## src/rtl/multicycle_control_fsm.sv

```systemverilog
// Control sequencer for a multicycle MIPS datapath: fetch/decode/execute/mem/writeback with memory-ready stalls.
// Define MC_JUMP_EN to add the j (opcode 000010) path through the JUMP state; otherwise j decodes as illegal.
module multicycle_control_fsm #(
    parameter int WAIT_CNT_W = 8,
    parameter int WAIT_LIMIT = 200
) (
    input  logic       clk,
    input  logic       rst_n,
    input  logic [5:0] opcode,
    input  logic       mem_ready,
    output logic       pc_write,
    output logic       pc_write_cond,
    output logic [1:0] pc_source,
    output logic       i_or_d,
    output logic       mem_read,
    output logic       mem_write,
    output logic       ir_write,
    output logic       mem_to_reg,
    output logic       reg_dst,
    output logic       reg_write,
    output logic       alu_src_a,
    output logic [1:0] alu_src_b,
    output logic [1:0] alu_op,
    output logic       illegal_op,
    output logic       bus_error,
    output logic [3:0] state_dbg
);
    typedef enum logic [3:0] {
        S_RST    = 4'd0,
        S_FETCH  = 4'd1,
        S_DECODE = 4'd2,
        S_MEMADR = 4'd3,
        S_MEMRD  = 4'd4,
        S_MEMWB  = 4'd5,
        S_MEMWR  = 4'd6,
        S_EXEC   = 4'd7,
        S_ALUWB  = 4'd8,
        S_BRANCH = 4'd9,
        S_JUMP   = 4'd10,
        S_ERROR  = 4'd15
    } state_t;

    localparam logic [5:0] OP_RTYPE = 6'b000000;
    localparam logic [5:0] OP_LW    = 6'b100011;
    localparam logic [5:0] OP_SW    = 6'b101011;
    localparam logic [5:0] OP_BEQ   = 6'b000100;
`ifdef MC_JUMP_EN
    localparam logic [5:0] OP_J     = 6'b000010;
`endif

    localparam logic [WAIT_CNT_W-1:0] CNT_MAX   = '1;
    localparam logic [WAIT_CNT_W-1:0] CNT_ONE   = WAIT_CNT_W'(1);
    localparam logic [WAIT_CNT_W-1:0] CNT_LIMIT = WAIT_CNT_W'(WAIT_LIMIT);
    localparam logic                  LIMIT_EN  = (WAIT_LIMIT != 0);

    state_t                  state_q, state_d;
    logic [WAIT_CNT_W-1:0]   wait_cnt_q, wait_cnt_d;
    logic                    bus_error_q, bus_error_d;
    logic [WAIT_CNT_W-1:0]   cnt_inc;
    logic                    stall_timeout;

    assign cnt_inc       = (wait_cnt_q == CNT_MAX) ? wait_cnt_q : wait_cnt_q + CNT_ONE;
    // A ready on the limit cycle takes priority, so the timeout requires mem_ready low.
    assign stall_timeout = LIMIT_EN && (wait_cnt_q == CNT_LIMIT) && !mem_ready;

    always_ff @(posedge clk) begin
        if (!rst_n) begin
            state_q     <= S_RST;
            wait_cnt_q  <= '0;
            bus_error_q <= 1'b0;
        end else begin
            state_q     <= state_d;
            wait_cnt_q  <= wait_cnt_d;
            bus_error_q <= bus_error_d;
        end
    end

    always_comb begin
        state_d       = state_q;
        wait_cnt_d    = '0;
        bus_error_d   = bus_error_q;
        pc_write      = 1'b0;
        pc_write_cond = 1'b0;
        pc_source     = 2'b00;
        i_or_d        = 1'b0;
        mem_read      = 1'b0;
        mem_write     = 1'b0;
        ir_write      = 1'b0;
        mem_to_reg    = 1'b0;
        reg_dst       = 1'b0;
        reg_write     = 1'b0;
        alu_src_a     = 1'b0;
        alu_src_b     = 2'b00;
        alu_op        = 2'b00;
        illegal_op    = 1'b0;

        case (state_q)
            S_RST: state_d = S_FETCH;
            S_FETCH: begin
                mem_read  = 1'b1;
                alu_src_b = 2'b01;
                ir_write  = mem_ready;
                pc_write  = mem_ready;
                if (mem_ready) begin
                    state_d = S_DECODE;
                end else if (stall_timeout) begin
                    state_d     = S_ERROR;
                    bus_error_d = 1'b1;
                end else begin
                    wait_cnt_d = cnt_inc;
                end
            end
            S_DECODE: begin
                alu_src_b = 2'b11;
                case (opcode)
                    OP_RTYPE:     state_d = S_EXEC;
                    OP_LW, OP_SW: state_d = S_MEMADR;
                    OP_BEQ:       state_d = S_BRANCH;
`ifdef MC_JUMP_EN
                    OP_J:         state_d = S_JUMP;
`endif
                    default: begin
                        state_d    = S_FETCH;
                        illegal_op = 1'b1;
                    end
                endcase
            end
            S_MEMADR: begin
                alu_src_a = 1'b1;
                alu_src_b = 2'b10;
                state_d   = (opcode == OP_SW) ? S_MEMWR : S_MEMRD;
            end
            S_MEMRD: begin
                mem_read = 1'b1;
                i_or_d   = 1'b1;
                if (mem_ready) begin
                    state_d = S_MEMWB;
                end else if (stall_timeout) begin
                    state_d     = S_ERROR;
                    bus_error_d = 1'b1;
                end else begin
                    wait_cnt_d = cnt_inc;
                end
            end
            S_MEMWB: begin
                reg_write  = 1'b1;
                mem_to_reg = 1'b1;
                state_d    = S_FETCH;
            end
            S_MEMWR: begin
                mem_write = 1'b1;
                i_or_d    = 1'b1;
                if (mem_ready) begin
                    state_d = S_FETCH;
                end else if (stall_timeout) begin
                    state_d     = S_ERROR;
                    bus_error_d = 1'b1;
                end else begin
                    wait_cnt_d = cnt_inc;
                end
            end
            S_EXEC: begin
                alu_src_a = 1'b1;
                alu_op    = 2'b10;
                state_d   = S_ALUWB;
            end
            S_ALUWB: begin
                reg_write = 1'b1;
                reg_dst   = 1'b1;
                state_d   = S_FETCH;
            end
            S_BRANCH: begin
                alu_src_a     = 1'b1;
                alu_op        = 2'b01;
                pc_write_cond = 1'b1;
                pc_source     = 2'b01;
                state_d       = S_FETCH;
            end
`ifdef MC_JUMP_EN
            S_JUMP: begin
                pc_write  = 1'b1;
                pc_source = 2'b10;
                state_d   = S_FETCH;
            end
`endif
            S_ERROR: state_d = S_ERROR;
            default: state_d = S_RST;
        endcase
    end

    assign bus_error = bus_error_q;
    assign state_dbg = state_q;
endmodule

```

## config.mk

```make
export PLATFORM = sky130hd
export DESIGN_NAME = multicycle_control_fsm
export DESIGN_NICKNAME = d
export VERILOG_FILES = /design/src/rtl/multicycle_control_fsm.sv
export SDC_FILE = /design/constraint.sdc
export NUM_CORES = 1
export LEC_CHECK = 0
export CAP_MARGIN = 10
export CORE_ASPECT_RATIO = 1.1
export CORE_UTILIZATION = 45
export DETAILED_ROUTE_END_ITERATION = 7
export PLACE_DENSITY = 0.87
export SKIP_CTS_REPAIR_TIMING = 1
export SLEW_MARGIN = 20
export SYNTH_ARGS = -nofsm -noshare
export SYNTH_HDL_FRONTEND = slang
export SYNTH_SLANG_ARGS = --single-unit
```

## constraint.sdc

```tcl
create_clock -name clk -period 3 [get_ports clk]
set_clock_uncertainty 0.05 [all_clocks]
set_input_delay 0.6 -clock clk [delete_from_list [all_inputs] [get_ports clk]]
set_output_delay 0.6 -clock clk [all_outputs]
set_load 0.005 [all_outputs]
```

Word-level counts from Yosys, hierarchy flattened
Index checks and enable logic that the tools add are counted.
- word-level logic and storage cells: 57
- memories kept: 0
- input port bits: 9
- RAM bits: 0
- register bits: 13
- memory bits (read-only): 0
- latch bits: 0
- equal/unequal tests: 15
- div/mod/pow operators: 0
- bitwise gates (word level): 3
- shifts and indexed selects: 0
- add/subtract/negate cells: 1
- reduce and logical (&&, ||, !) cells: 14
- $mul: 0
- mux-type cells: 21
- order comparisons: 0
- operators with widths (operator ; count):
    $pmux 4 s8 ; 1
    $eq 4x3->1 const B ; 4
    $eq 8x8->1 const B ; 2
    $mux 4 ; 4
    $eq 4x4->1 const B ; 3
    $eq 6x6->1 const B ; 2
    $mux 1 ; 12
    $pmux 4 s3 ; 1
    $reduce_or 4->1 ; 3
    $add 8x1->8 const B ; 1
    $eq 4x2->1 const B ; 2
    $reduce_or 2->1 ; 4
    $eq 6x3->1 const B ; 1
    $logic_not 6->1 ; 1
    $pmux 2 s3 ; 1
    $reduce_or 3->1 ; 2
    $eq 4x1->1 const B ; 1
    $logic_not 4->1 ; 1
    $pmux 2 s2 ; 1
    $not 1->1 ; 3
    $reduce_and 3->1 ; 1
    $mux 2 ; 1
    $logic_and 1x1->1 ; 1
    $logic_not 1->1 ; 1

Logic depth before layout (Yosys ltp)
- word-level depth: 5
- depth in mapped cells: 6
- gate-level depth less buffers: 6

Worst setup path before layout
OpenSTA, ideal clock, no wires.
- path kind: input port to output port
- start point: input opcode[1]
- end point: output illegal_op
- setup slack: 1.029 ns
- data arrival time: 1.321 ns
- data required time: 2.350 ns
- stages on the path: 3
- cell sequence: or4_4 -> a21oi_1 -> nor3_1
- cells in the longest elaborated chain, start to end: 4
- elaborated cells between the ends (all ways): 7
- classes of those cells: eq/ne (3); mux (2); reduce/logical (2)
- ends and longest elaborated chain (item ; RTL line ; text):
    from (decl) ; 9 ; input logic [5:0] opcode,
    $eq 6x6->1, or another cell as far along ; 115 ; case (opcode)
    $reduce_or 4->1 (no line) * ; n/a ;
    $mux 1 * ; 115 ;
    $mux 1 * ; 97 ; case (state_q)
    to (decl) ; 24 ; output logic illegal_op,
Every way passes the cells marked *; elsewhere a longest branch is shown, timed or not.

Worst setup path after layout
Ends and elaborated chain as after synthesis.

==> flow_summary_export.csv <==
group,metric,value,unit
status,outcome,"completed",
synth,synth_commonest_cells,"nor2_1 (16), dfxtp_1 (13), nand2_1 (10), nor3_1 (10), nand3_1 (7)",
grt,overflow,0,
route,wl_met3,110,um
setup_path,required,2350,ps
die,dieWidth,46.6,um
cts,clockRootBuffer,"clkbuf_4",
layout,synthToLayoutAreaGrowth,30.2,%
synth,synth_top_area_share,26.4,%
layout,final_util,62.9,%
cts,tritoncts,"yes",
die,num_rows,17,
grt,grt_usage,21.7,%
setup_path,timing.critical_path.from_type,"primary input",
power_and_ir_drop,p_sw,125,uW
min_path,worst_hold_path_type,"flop to flop",
placement,dp_hpwl,1700,um
power_and_ir_drop,p_int,302,uW
setup_path,worstSetupStartpoint,"opcode[1]",
job,cap_violations,0,
setup_path,rr_startpoint,"state_dbg[0]",
grt,grt_max_degree,16,
route,avgViaCountPerCell,5.59,
synth,synth_cell_types,47,
power_and_ir_drop,peakVddDrop,0.000267,V
route,top_layer_used,"met4",
sta,final.period_utilization,97.0,%
layout,diodes,0,
placement,port_buffers,29,
cts,htreeDepth,1,
synth,synth_area_leaders,"dfxtp_1 (26%), nor2_1 (6.1%), nor3_1 (5.1%)",
sta,rsz0062_at_grt,"false",
layout,nFillCells,180,
synth,synth-seq-area-share,26.4,%
die,dieArea,0.00238,mm^2
route,drc_errors,0,
grt,grt_pass1_vias,862,
route,drt_iter0_drc,41,
route,m1WireLength,1060,um
sta,finalMaxSlewViolations,0,
layout,multi_input_area,632,um^2
synth,synth_warnings,0,
power_and_ir_drop,power_frac_seq,46.1,%
layout,drive_gt1_share,9.09,%
cts,path_clk_slew,80,ps
setup_path,worstPathArrival,2260,ps
sta,max-slew-margin-rel,64.0,%
sta,hold_violations,0,
route,num_vias,1018,
route,first_pass_iters,4,
cts,insertion_delay,280,ps
placement,finalWeightedCongestion,0.802,
power_and_ir_drop,combPwrFrac,28.6,%
sta,setup_viol,0,
synth,yosys.area.top_type,"dfxtp_1",
grt,antenna_found_initial,0,
setup_path,worst_r2r_endpoint,"wait_cnt_q[5]",
layout,regArea,260,um^2
setup_path,critical_path_class,"primary input to output pin",
synth,synth_top_flop_cell,"dfxtp_1",
sta,holdWs,418,ps
sta,max_freq,344,MHz
synth,syn_nets,139,
cts,cts_made_buffers,3,
setup_path,r2r_setup_slack,1040,ps
die,initial_core_util,48.3,%
sta,tns,0,ps
synth,syn_inst,128,
route,wirelength,2270,um
cts,clock_sinks,13,
setup_path,crit_path_end,"illegal_op",
synth,async_flop_share,0,%
synth,synth.avg_cell_area,7.70,um^2
power_and_ir_drop,pwr-share-clk,25.3,%
die,ioPinCount,31,
route,avgRoutedWirePerCell,12.5,um
sta,min_period,2910,ps
power_and_ir_drop,powerDensity,333,mW/mm^2
power_and_ir_drop,p_leak,0.466,nW
grt,grt_pass1_wl,3770,um
setup_path,cp_max_fo,4,
power_and_ir_drop,p_sw_share,29.3,%
die,fp.dieH,51.1,um
setup_path,r2r_cells,4,
route,ant_nets,0,
synth,yosysMostFrequentCell,"nor2_1",
synth,ys_ff_latch,13,
layout,finalNetCount,166,
route,wl_met2,1040,um
setup_path,end_kind,"output pin",
cts,clock_path_buffers,2,
synth,synth_edf_count,0,
die,core_area,0.00204,mm^2
sta,tightestPinTransition,540,ps
synth,synth_area,986,um^2
-- layout by cell type (no fill, tap or decap), types with 4 or more instances in the layout --
| master | Yosys | layout |
|---|---|---|
| clkdlybuf4s50_1 | 0 | 29 |
| nor2_1 | 16 | 16 |
| dfxtp_1 | 13 | 13 |
| nand2_1 | 10 | 10 |
| nor3_1 | 10 | 10 |
| nand3_1 | 7 | 7 |
| inv_1 | 5 | 5 |
| nand2b_1 | 5 | 5 |
| and3_1 | 5 | 5 |
| a21oi_1 | 4 | 4 |
-- through the flow --
step / area (um^2) / setup slack [ps] / cells / total power [mW]
after floorplan: 986 / 1030 / 128 / 0.269
after global placement: 1260 / 129 / 178 / 0.319
after detailed placement: 1260 / 93.6 / 178 / 0.322
after CTS: 1280 / 92.1 / 182 / 0.431
after global routing: 1280 / 42.8 / 182 / 0.453
final: 1280 / 90.2 / 182 / 0.428
-- routing by layer --
metal  vias up  global-route usage, %
met5         -                      0
met4         0                   12.4
met3         7                   2.47
met2        34                   32.4
met1       471                   29.3
li1        506                      -
-- how the worst min path moves through the flow --
stage,endpoint,slack (ps),depth (start not counted),from
after global placement,bus_error,390,2,bus_error
final,bus_error,420,2,bus_error
after detailed placement,bus_error,410,2,bus_error
after CTS,bus_error,430,2,bus_error
after floorplan,bus_error,390,2,bus_error
after global routing,bus_error,440,2,bus_error
-- power groups by stage --
stage                     Sequential, mW  Combinational, mW  Clock, mW
after floorplan                    0.188             0.0811          0
after global placement             0.200              0.119          0
after detailed placement           0.201              0.122          0
after CTS                          0.197              0.122      0.112
after global routing               0.199              0.134      0.120
final                              0.197              0.122      0.108
-- area by class of cell --
class                      instances  area share [%]
clock buffer                       4            2.05
inverter                           6            1.95
multi-input combinational        100            49.2
sequential                        13            20.3
tap                               28            2.73
timing repair buffer              31            23.8
-- sequential cells by signal, summed over array words and instances (netlist names) --
signal	count
bus_error	1
state_dbg	4
wait_cnt_q	8
-- worst max-delay path: stages --
cell and delay, ps:
clkdlybuf4s50_1 430, or4_4 560, a21oi_1 140, nor3_1 60, clkdlybuf4s50_1 470
-- cells by family (layout without fill, tap and decap cells) --
logic type                 count (synthesis)  count (layout)  synth area share (%)
and+or+nand+nor                           69              69                  39.2
AOI/OAI and AO/OA                         22              22                  16.2
buffers and inverters                     15              41                  9.52
DFF                                       13              13                  26.4
xor gates and xnor gates                   4               4                  3.55
adders and majority gates                  2               2                  2.54
muxes                                      2               2                  2.16
other                                      1               1                 0.380
Power figures use the tool's default switching activity.
